[src/rtl/sdram_access_arbiter.sv]
// -----------------------------------------------------------------------------
// sdram_access_arbiter
//
// Shares one SDRAM controller command port between three requesters
// (m0 instruction fetch, m1 data load/store, m2 debug/DMA loader).
// One command is in flight at a time: the winner is latched in IDLE, then the
// command is held in ISSUE until the controller drops sd_waitrequest. Every
// accepted read pushes the requester id into an in-order tag FIFO, so that
// returned data can be steered to the requester that issued the read.
//
// Ports
//   clk, sync_reset          clock and synchronous active-high reset
//   m_req/m_rw/m_addr/...    per-requester command inputs, slice i = mi
//   m_ack                    one-cycle accept pulse per requester
//   m_rdata_valid, m_rdata   per-requester read-return strobe, shared data
//   sd_*                     command / return interface to the controller
//   outstanding              reads issued but not yet returned
//   protocol_error           sticky: a return arrived with no read outstanding
// -----------------------------------------------------------------------------
module sdram_access_arbiter #(
  parameter int ADDR_WIDTH      = 22,
  parameter int DATA_WIDTH      = 16,
  parameter int MAX_OUTSTANDING = 4,
  parameter int FIXED_PRIORITY  = 0
) (
  input  logic                               clk,
  input  logic                               sync_reset,
  input  logic [2:0]                         m_req,
  input  logic [2:0]                         m_rw,
  input  logic [3*ADDR_WIDTH-1:0]            m_addr,
  input  logic [3*DATA_WIDTH-1:0]            m_wdata,
  input  logic [5:0]                         m_byteen,
  output logic [2:0]                         m_ack,
  output logic [2:0]                         m_rdata_valid,
  output logic [DATA_WIDTH-1:0]              m_rdata,
  output logic [ADDR_WIDTH-1:0]              sd_addr,
  output logic                               sd_read,
  output logic                               sd_write,
  output logic [DATA_WIDTH-1:0]              sd_wdata,
  output logic [1:0]                         sd_byteen,
  input  logic                               sd_waitrequest,
  input  logic [DATA_WIDTH-1:0]              sd_rdata,
  input  logic                               sd_rdata_valid,
  output logic [$clog2(MAX_OUTSTANDING):0]   outstanding,
  output logic                               protocol_error
);

  localparam int PTR_W = $clog2(MAX_OUTSTANDING);
  localparam int CNT_W = PTR_W + 1;

  typedef enum logic {
    IDLE,
    ISSUE
  } state_e;

  state_e                state_q, state_d;
  logic [1:0]            winner_q, winner_d;
  logic [1:0]            last_grant_q, last_grant_d;
  logic [ADDR_WIDTH-1:0] sd_addr_q, sd_addr_d;
  logic [DATA_WIDTH-1:0] sd_wdata_q, sd_wdata_d;
  logic [1:0]            sd_byteen_q, sd_byteen_d;
  logic                  sd_read_q, sd_read_d;
  logic                  sd_write_q, sd_write_d;
  logic [PTR_W-1:0]      wr_ptr_q, wr_ptr_d;
  logic [PTR_W-1:0]      rd_ptr_q, rd_ptr_d;
  logic [CNT_W-1:0]      count_q, count_d;
  logic                  protocol_error_q, protocol_error_d;

  // Tag FIFO storage: requester id of each outstanding read, oldest at rd_ptr.
  logic [1:0]            tag_mem [MAX_OUTSTANDING];

  logic [ADDR_WIDTH-1:0] req_addr   [3];
  logic [DATA_WIDTH-1:0] req_wdata  [3];
  logic [1:0]            req_byteen [3];
  logic [2:0]            eligible;
  logic                  not_full;
  logic                  found;
  logic [1:0]            sel;
  logic [1:0]            cand;
  logic                  push;
  logic                  pop;

  // ---------------------------------------------------------------------------
  // Request unpacking and eligibility. Writes never consume a tag, so only
  // reads are held off when the tag FIFO is full.
  // ---------------------------------------------------------------------------
  assign not_full = (count_q < CNT_W'(MAX_OUTSTANDING));

  always_comb begin
    for (int i = 0; i < 3; i++) begin
      req_addr[i]   = m_addr[i*ADDR_WIDTH +: ADDR_WIDTH];
      req_wdata[i]  = m_wdata[i*DATA_WIDTH +: DATA_WIDTH];
      req_byteen[i] = m_byteen[i*2 +: 2];
      eligible[i]   = m_req[i] & (m_rw[i] | not_full);
    end
  end

  // ---------------------------------------------------------------------------
  // Winner selection: first eligible requester in search order. Round-robin
  // starts just after the last accepted requester; fixed priority is 0,1,2.
  // ---------------------------------------------------------------------------
  always_comb begin
    // NOTE: every variable gets a default before any branch so that no path
    // leaves it unassigned; otherwise synthesis infers a latch.
    found = 1'b0;
    sel   = 2'd0;
    cand  = 2'd0;
    for (int k = 0; k < 3; k++) begin
      if (FIXED_PRIORITY != 0) begin
        cand = 2'(k);
      end else begin
        cand = 2'((int'(last_grant_q) + k + 1) % 3);
      end
      if (!found && eligible[cand]) begin
        found = 1'b1;
        sel   = cand;
      end
    end
  end

  // ---------------------------------------------------------------------------
  // Command FSM: latch the winner in IDLE, hold it in ISSUE until accepted.
  // ---------------------------------------------------------------------------
  always_comb begin
    state_d      = state_q;
    winner_d     = winner_q;
    last_grant_d = last_grant_q;
    sd_addr_d    = sd_addr_q;
    sd_wdata_d   = sd_wdata_q;
    sd_byteen_d  = sd_byteen_q;
    sd_read_d    = sd_read_q;
    sd_write_d   = sd_write_q;
    push         = 1'b0;

    unique case (state_q)
      IDLE: begin
        if (found) begin
          winner_d    = sel;
          sd_addr_d   = req_addr[sel];
          sd_wdata_d  = req_wdata[sel];
          sd_byteen_d = req_byteen[sel];
          sd_read_d   = ~m_rw[sel];
          sd_write_d  = m_rw[sel];
          state_d     = ISSUE;
        end
      end
      ISSUE: begin
        if (!sd_waitrequest) begin
          push         = sd_read_q;
          last_grant_d = winner_q;
          sd_read_d    = 1'b0;
          sd_write_d   = 1'b0;
          state_d      = IDLE;
        end
      end
      default: state_d = IDLE;
    endcase
  end

  // ---------------------------------------------------------------------------
  // Tag FIFO bookkeeping. A return with nothing outstanding is not popped
  // (no underflow) and instead raises the sticky error flag.
  // ---------------------------------------------------------------------------
  assign pop = sd_rdata_valid && (count_q != '0);

  always_comb begin
    wr_ptr_d         = wr_ptr_q + PTR_W'(push);
    rd_ptr_d         = rd_ptr_q + PTR_W'(pop);
    count_d          = count_q + CNT_W'(push) - CNT_W'(pop);
    protocol_error_d = protocol_error_q | (sd_rdata_valid && (count_q == '0));
  end

  // Accept and return strobes are combinational; they are suppressed while
  // reset is asserted so a command dropped by reset is never acknowledged.
  always_comb begin
    m_ack         = 3'b000;
    m_rdata_valid = 3'b000;
    if ((state_q == ISSUE) && !sd_waitrequest && !sync_reset) begin
      m_ack[winner_q] = 1'b1;
    end
    if (pop && !sync_reset) begin
      m_rdata_valid[tag_mem[rd_ptr_q]] = 1'b1;
    end
  end

  // ---------------------------------------------------------------------------
  // State registers
  // ---------------------------------------------------------------------------
  always_ff @(posedge clk) begin
    // NOTE: sequential state uses non-blocking assignments so every flop
    // samples the values from before the edge, independent of statement order.
    if (sync_reset) begin
      state_q          <= IDLE;
      winner_q         <= 2'd0;
      last_grant_q     <= 2'd2;
      sd_addr_q        <= '0;
      sd_wdata_q       <= '0;
      sd_byteen_q      <= '0;
      sd_read_q        <= 1'b0;
      sd_write_q       <= 1'b0;
      wr_ptr_q         <= '0;
      rd_ptr_q         <= '0;
      count_q          <= '0;
      protocol_error_q <= 1'b0;
    end else begin
      state_q          <= state_d;
      winner_q         <= winner_d;
      last_grant_q     <= last_grant_d;
      sd_addr_q        <= sd_addr_d;
      sd_wdata_q       <= sd_wdata_d;
      sd_byteen_q      <= sd_byteen_d;
      sd_read_q        <= sd_read_d;
      sd_write_q       <= sd_write_d;
      wr_ptr_q         <= wr_ptr_d;
      rd_ptr_q         <= rd_ptr_d;
      count_q          <= count_d;
      protocol_error_q <= protocol_error_d;
    end
  end

  // NOTE: the tag storage has no reset; an entry is only read after it has
  // been written, and the pointers/count that qualify it are reset.
  always_ff @(posedge clk) begin
    if (push) begin
      tag_mem[wr_ptr_q] <= winner_q;
    end
  end

  assign sd_addr        = sd_addr_q;
  assign sd_wdata       = sd_wdata_q;
  assign sd_byteen      = sd_byteen_q;
  assign sd_read        = sd_read_q;
  assign sd_write       = sd_write_q;
  assign m_rdata        = sd_rdata;
  assign outstanding    = count_q;
  assign protocol_error = protocol_error_q;

endmodule

[config.mk]
export PLATFORM = sky130hd
export DESIGN_NAME = sdram_access_arbiter
export DESIGN_NICKNAME = d
export VERILOG_FILES = /design/src/rtl/sdram_access_arbiter.sv
export SDC_FILE = /design/constraint.sdc
export NUM_CORES = 1
export LEC_CHECK = 0
export BUFFER_PORTS_ARGS = -buffer_cell sky130_fd_sc_hd__clkbuf_2
export CORE_MARGIN = 2
export CORE_UTILIZATION = 48
export DETAILED_ROUTE_END_ITERATION = 8
export PLACE_DENSITY = 0.86
export SLEW_MARGIN = 15
export SYNTH_ARGS = -nofsm -noshare
export SYNTH_HDL_FRONTEND = slang
export SYNTH_SLANG_ARGS = --single-unit
[constraint.sdc]
create_clock -name clk -period 3.4 [get_ports clk]
set_input_delay 0.68 -clock clk [delete_from_list [all_inputs] [get_ports clk]]
set_output_delay 0.68 -clock clk [all_outputs]
set_load 0.05 [all_outputs]
After elaboration in Yosys (flattened, before gate mapping)

Memories as Yosys holds them, arrays and structs flattened. A register that Yosys moved wholly into a read port is not among the register bits.
Cells that the tools add are included.
Widths: inputs -> output; s select.

Shifts and indexed selects: 0
$add $sub $neg: 8
Magnitude comparators: 10
Bitwise operators: 11
Div/mod/pow operators: 3
Muxes and demuxes: 42
Multiply operators: 0
Equal/unequal tests: 2
Reductions and logical operators: 18

Operators with widths:

| kind                  | number |
|---|---|
| $mod 32x3->32 const B | 3 |
| $bmux 22 s2           | 1 |
| $mux 22               | 2 |
| $bmux 16 s2           | 1 |
| $mux 16               | 2 |
| $lt 2x3->1 const B    | 6 |
| $mux 1                | 18 |
| $mux 2                | 6 |
| $logic_and 1x1->1     | 9 |
| $add 3x1->4 const B   | 2 |
| $bmux 1 s2            | 4 |
| $mux 3                | 2 |
| $pmux 1 s2            | 3 |
| $reduce_and 2->1      | 3 |
| $add 2x1->2           | 2 |
| $bmux 2 s2            | 1 |
| $demux 1 s2           | 2 |
| $ge 2x1->1 const B    | 2 |
| $logic_not 1->1       | 4 |
| $ne 2x2->1 const B    | 2 |
| $or 1x1->1            | 4 |
| $add 2x1->3 const B   | 1 |
| $add 2x2->3 const B   | 1 |
| $add 3x1->3           | 1 |
| other kinds (8)       | 12 |

RAM bits: 8
Output and inout bits: 68
Bits in read-only memories: 0
Bits in latches: 0
Bits of input ports: 146
Memories kept: 1
Bits in registers: 55
Logic and storage cells: 107

Memories:

| memory  | words | width | read ports | clocked after Yosys merged registers in | wr ports | RTL line | RTL |
|---|---|---|---|---|---|---|---|
| tag_mem | 4     | 2     | 1          | 1                                       | 1        | 70       | `logic [1:0] tag_mem [MAX_OUTSTANDING];` |

Longest topological paths before layout

Word-level depth: 17
Depth in mapped cells: 11
Mapped depth without buffers: 10

Least setup slack after synthesis

No wires, ideal clock.

Path kind: register to output
From: register count_q[2] (netlist: outstanding[2])
To: output port m_rdata_valid[1]
Arrival: 2.805 ns
Stages on the path, launching flop included: 5
Buffers on the path: 1
Data required time: 2.720 ns
Slack: -0.085 ns
Cells stage by stage: dfxtp_1 > buf_4 > nor3_1 > nand2b_1 > nor4b_1

Word-level cells in the longest chain between the ends: 4

RTL lines:

| element                | RTL line | RTL |
|---|---|---|
| from (decl)            | 66       | `logic [CNT_W-1:0] count_q, count_d;` |
| from (signal assigned) | 216      | `count_q <= count_d;` |
| $reduce_bool 3->1      | 164      | `assign pop = sd_rdata_valid && (count_q != '0);` |
| $logic_and 1x1->1      | 164      |  |
| $logic_and 1x1->1      | 181      | `if (pop && !sync_reset) begin` |
| $mux 3                 | 181      |  |
| to (decl)              | 34       | `output logic [2:0] m_rdata_valid,` |

No other way between the ends.

Final worst setup path

From: register last_grant_q[0]
To: register sd_addr_q[12] (netlist: sd_addr[12])

Word-level cells in the longest chain between the ends: 15

RTL lines:

| element                                                                | RTL line | RTL |
|---|---|---|
| from (decl)                                                            | 58       | `logic [1:0] last_grant_q, last_grant_d;` |
| from (signal assigned)                                                 | 208      | `last_grant_q <= last_grant_d;` |
| parallel branches: the longest is 15 deep, another holds $mod 32x3->32 | --       |  |
| to (signal assigned)                                                   | 209      | `sd_addr_q <= sd_addr_d;` |
| to (decl)                                                              | 59       | `logic [ADDR_WIDTH-1:0] sd_addr_q, sd_addr_d;` |

Several ways; the timed one is not identified. The select of a mux whose other input is x is not followed.
A chain may end at the register's enable or synchronous reset.

==> out/results.ini <==
[die]
row_count=32
start_util_pct=49.1
die_y_um=92.4
dieArea_mm2=0.00855
coreArea_mm2=0.00765
die_x_um=92.4
pin_count=214

[power]
power.density_mw_per_mm2=711
p_leak_nw=2.45
combPwrFrac_pct=52.0
p_sw_share_pct=47.3
power_w=0.00342
cell_internal_pwr_w=0.00180
p_seq_share_pct=31.8
power_frac_clock_pct=16.2
max-vdd-ir-drop_uv=485
p_switching_w=0.00162

[setup_path]
r2r_start=last_grant_q[0]
required_ns=3.58
rr_endpoint=sd_addr[12]
crit_type=reg2reg
cp-start-kind=flip-flop
r2r_slack_ns=0.36
endpoint_kind=flip-flop
crit_fanout=25
arrival_ns=3.23
reg2reg_depth=9

[synth]
ys.flop_type=dfxtp_1
avgSynthCellArea_um2=9.63
yosysWarnings=0
ys_ff_latch=63
syn_inst=390
synth_edf_count=8
syn_nets=544
syn-cell-area_mm2=0.00375
ys_seq_area_share_pct=35.7
synth_cell_types=52
async_reset_ff_share_pct=0

[cells_and_area]
fin_nets=707
n_antenna_cell=0
instances_no_fill=660
layout_commonest_cell=clkbuf_2
final_cell_mix=181 x clkbuf_2, 55 x dfxtp_1, 52 x inv_1, 51 x nand2_1, 43 x mux2i_1
area_growth_pct=28.2
fin_area_mm2=0.00481
fillerInstances=655
multiInputGateArea_mm2=0.00199
drive_above_1_share_pct=43.7
regArea_mm2=0.00134

[clock_tree]
clk_path_buf_depth=2
cts.sinks=63
path_clk_slew_ns=0.06
htree_levels=3
cts_hold_buf=0
root_buffer=clkbuf_8
cts_resized=0
insertion_delay_ns=0.33
cts_buffers=9
postCtsSetupRepairBufs=0
cts_tree=yes

[timing]
worst_pin_slew_ns=0.727
whs_ns=0.465
finClkSkew_ns=0.0101
fin_ws_ns=0.357
fin_crit_sh_pct=89.5
drv_slew=0
max_freq_mhz=329
setup_viol=0
finalHoldViolations=0
finalCriticalPeriod_ns=3.04
rsz0062_at_grt=false
max_slew_margin_pct=51.3

[placed_design]
dpl-instance-area_mm2=0.00465
gp_congestion=0.850
dp_slack_ns=0.362
port_buffers=181
placed_cells=644
dp_hpwl_mm=7.82

[global_routing]
grt_usage_pct=22.3
grt_pass1_vias=3418
antenna_found_initial=0
grt_remaining_overflow=0
grt_pass1_wl_mm=15.3
grt_max_degree=28

[run]
maxCapViolCount=0

[hold_path]
hold_path.class=reg2reg
holdPathEnd=sd_addr[5]
worstHoldStart=sd_addr[5]
hold_path_depth=2

[routing]
drt_iter0_drc=158
wl_per_cell_um=15.0
drt_first_pass_iters=4
num_vias=3525
vias_per_cell=5.34
drt-total-wl_mm=9.90
drc=0
ant_nets=0

[status]
status=complete, no violations

==> worst max path at each step <==
stage	depth (start not counted)	slack [ns]	from	endpoint
after floorplan	4	-0.08	outstanding[2]	m_rdata_valid[1]
after global placement	9	0.42	last_grant_q[0]	sd_addr[12]
after detailed placement	8	0.36	m_rw[2]	sd_addr[12]
after CTS	9	0.37	last_grant_q[0]	sd_addr[12]
after global routing	9	0.11	last_grant_q[0]	sd_addr[12]
final	9	0.36	last_grant_q[0]	sd_addr[12]
==> cell families after synthesis <==
logic type	Yosys count	synth area share, %
AOI/OAI and AO/OA	82	23.3
xor gates and xnor gates	4	0.933
adders and majority gates	8	2.87
buffers and inverters	89	11.8
DFF	63	35.7
muxes	45	12.7
and+or+nand+nor	99	12.7
==> synthesized netlist by cell type, drive strengths merged (2+ instances only) <==
cell,count,area share [%]
nor3b,3,0.73
nand2,51,5.1
mux4,2,1.2
o221ai,42,15
buf,30,5.9
a21oi,9,1.2
a311oi,2,0.93
mux2i,43,11
and3,2,0.33
ha,7,2.3
o21ai,6,1.2
nor2,14,1.5
nor4,3,0.50
nor4b,4,0.93
a211o,3,0.70
edfxtp,8,6.4
a31oi,2,0.33
dfxtp,55,29
inv,52,5.2
nand2b,7,1.2
nor2b,6,1.0
o21a,2,0.40
o211ai,2,0.53
xnor2,4,0.93
nand3,4,0.53
nor3,3,0.53
o31ai,3,0.60
clkbuf,7,0.70
==> metrics by stage <==
| step | utilization, % | setup TNS (ns) |
|---|---|---|
| 2_1_floorplan | - | -0.170 |
| 3_3_place_gp | 60.8 | 0 |
| 3_5_place_dp | 60.8 | 0 |
| 4_1_cts | 63.0 | 0 |
| 5_1_grt | 63.0 | 0 |
| 6_report | 63.0 | 0 |
==> cell type report <==
type	instances	share of cell area (%)
Timing Repair Buffer	189	20.6
Inverter	52	4.05
Sequential cell	63	27.9
Multi-Input combinational cell	238	41.4
Clock inverter	4	0.468
Tap cell	102	2.65
Clock buffer	12	3.01
==> sequential cells by signal, indices dropped and copies added, names as in the netlist <==
| signal | cells |
|---|---|
| sd_wdata | 16 |
| rd_ptr_q | 2 |
| sd_addr | 22 |
| tag_mem | 8 |
| wr_ptr_q | 2 |
| protocol_error | 1 |
| last_grant_q | 2 |
| sd_read | 1 |
| winner_q | 2 |
| sd_byteen | 2 |
| sd_write | 1 |
| state_q | 1 |
| outstanding | 3 |
==> per-layer routing <==
metal	global-route usage [%]	vias to the layer above	share of wire [%]
met4	10.4	0	2.5
met3	4.39	25	5.5
met2	40.1	138	52
li1	-	1715	-
met1	25.4	1647	40
met5	0	-	0
==> worst max-delay path, stage by stage, from the launching register on <==
cell and delay [ns]:
dfxtp_1 0.33, inv_1 0.08, ha_1 0.43, nand2b_1 0.28, a31oi_1 0.13, o31ai_1 0.42
a21oi_1 0.18, o21ai_4 0.63, buf_12 0.28, o221ai_1 0.13
==> power by group through the flow <==
| stage | Sequential [W] | Clock [W] | Combinational, W |
|---|---|---|---|
| floorplan | 0.00166 | 0 | 0.000837 |
| CTS | 0.00109 | 0.000572 | 0.00179 |
| global route | 0.00111 | 0.000602 | 0.00188 |
| finish | 0.00109 | 0.000556 | 0.00178 |
| global placement | 0.00109 | 0 | 0.00174 |
| detailed placement | 0.00110 | 0 | 0.00178 |
(Power assumes the default switching activity.)
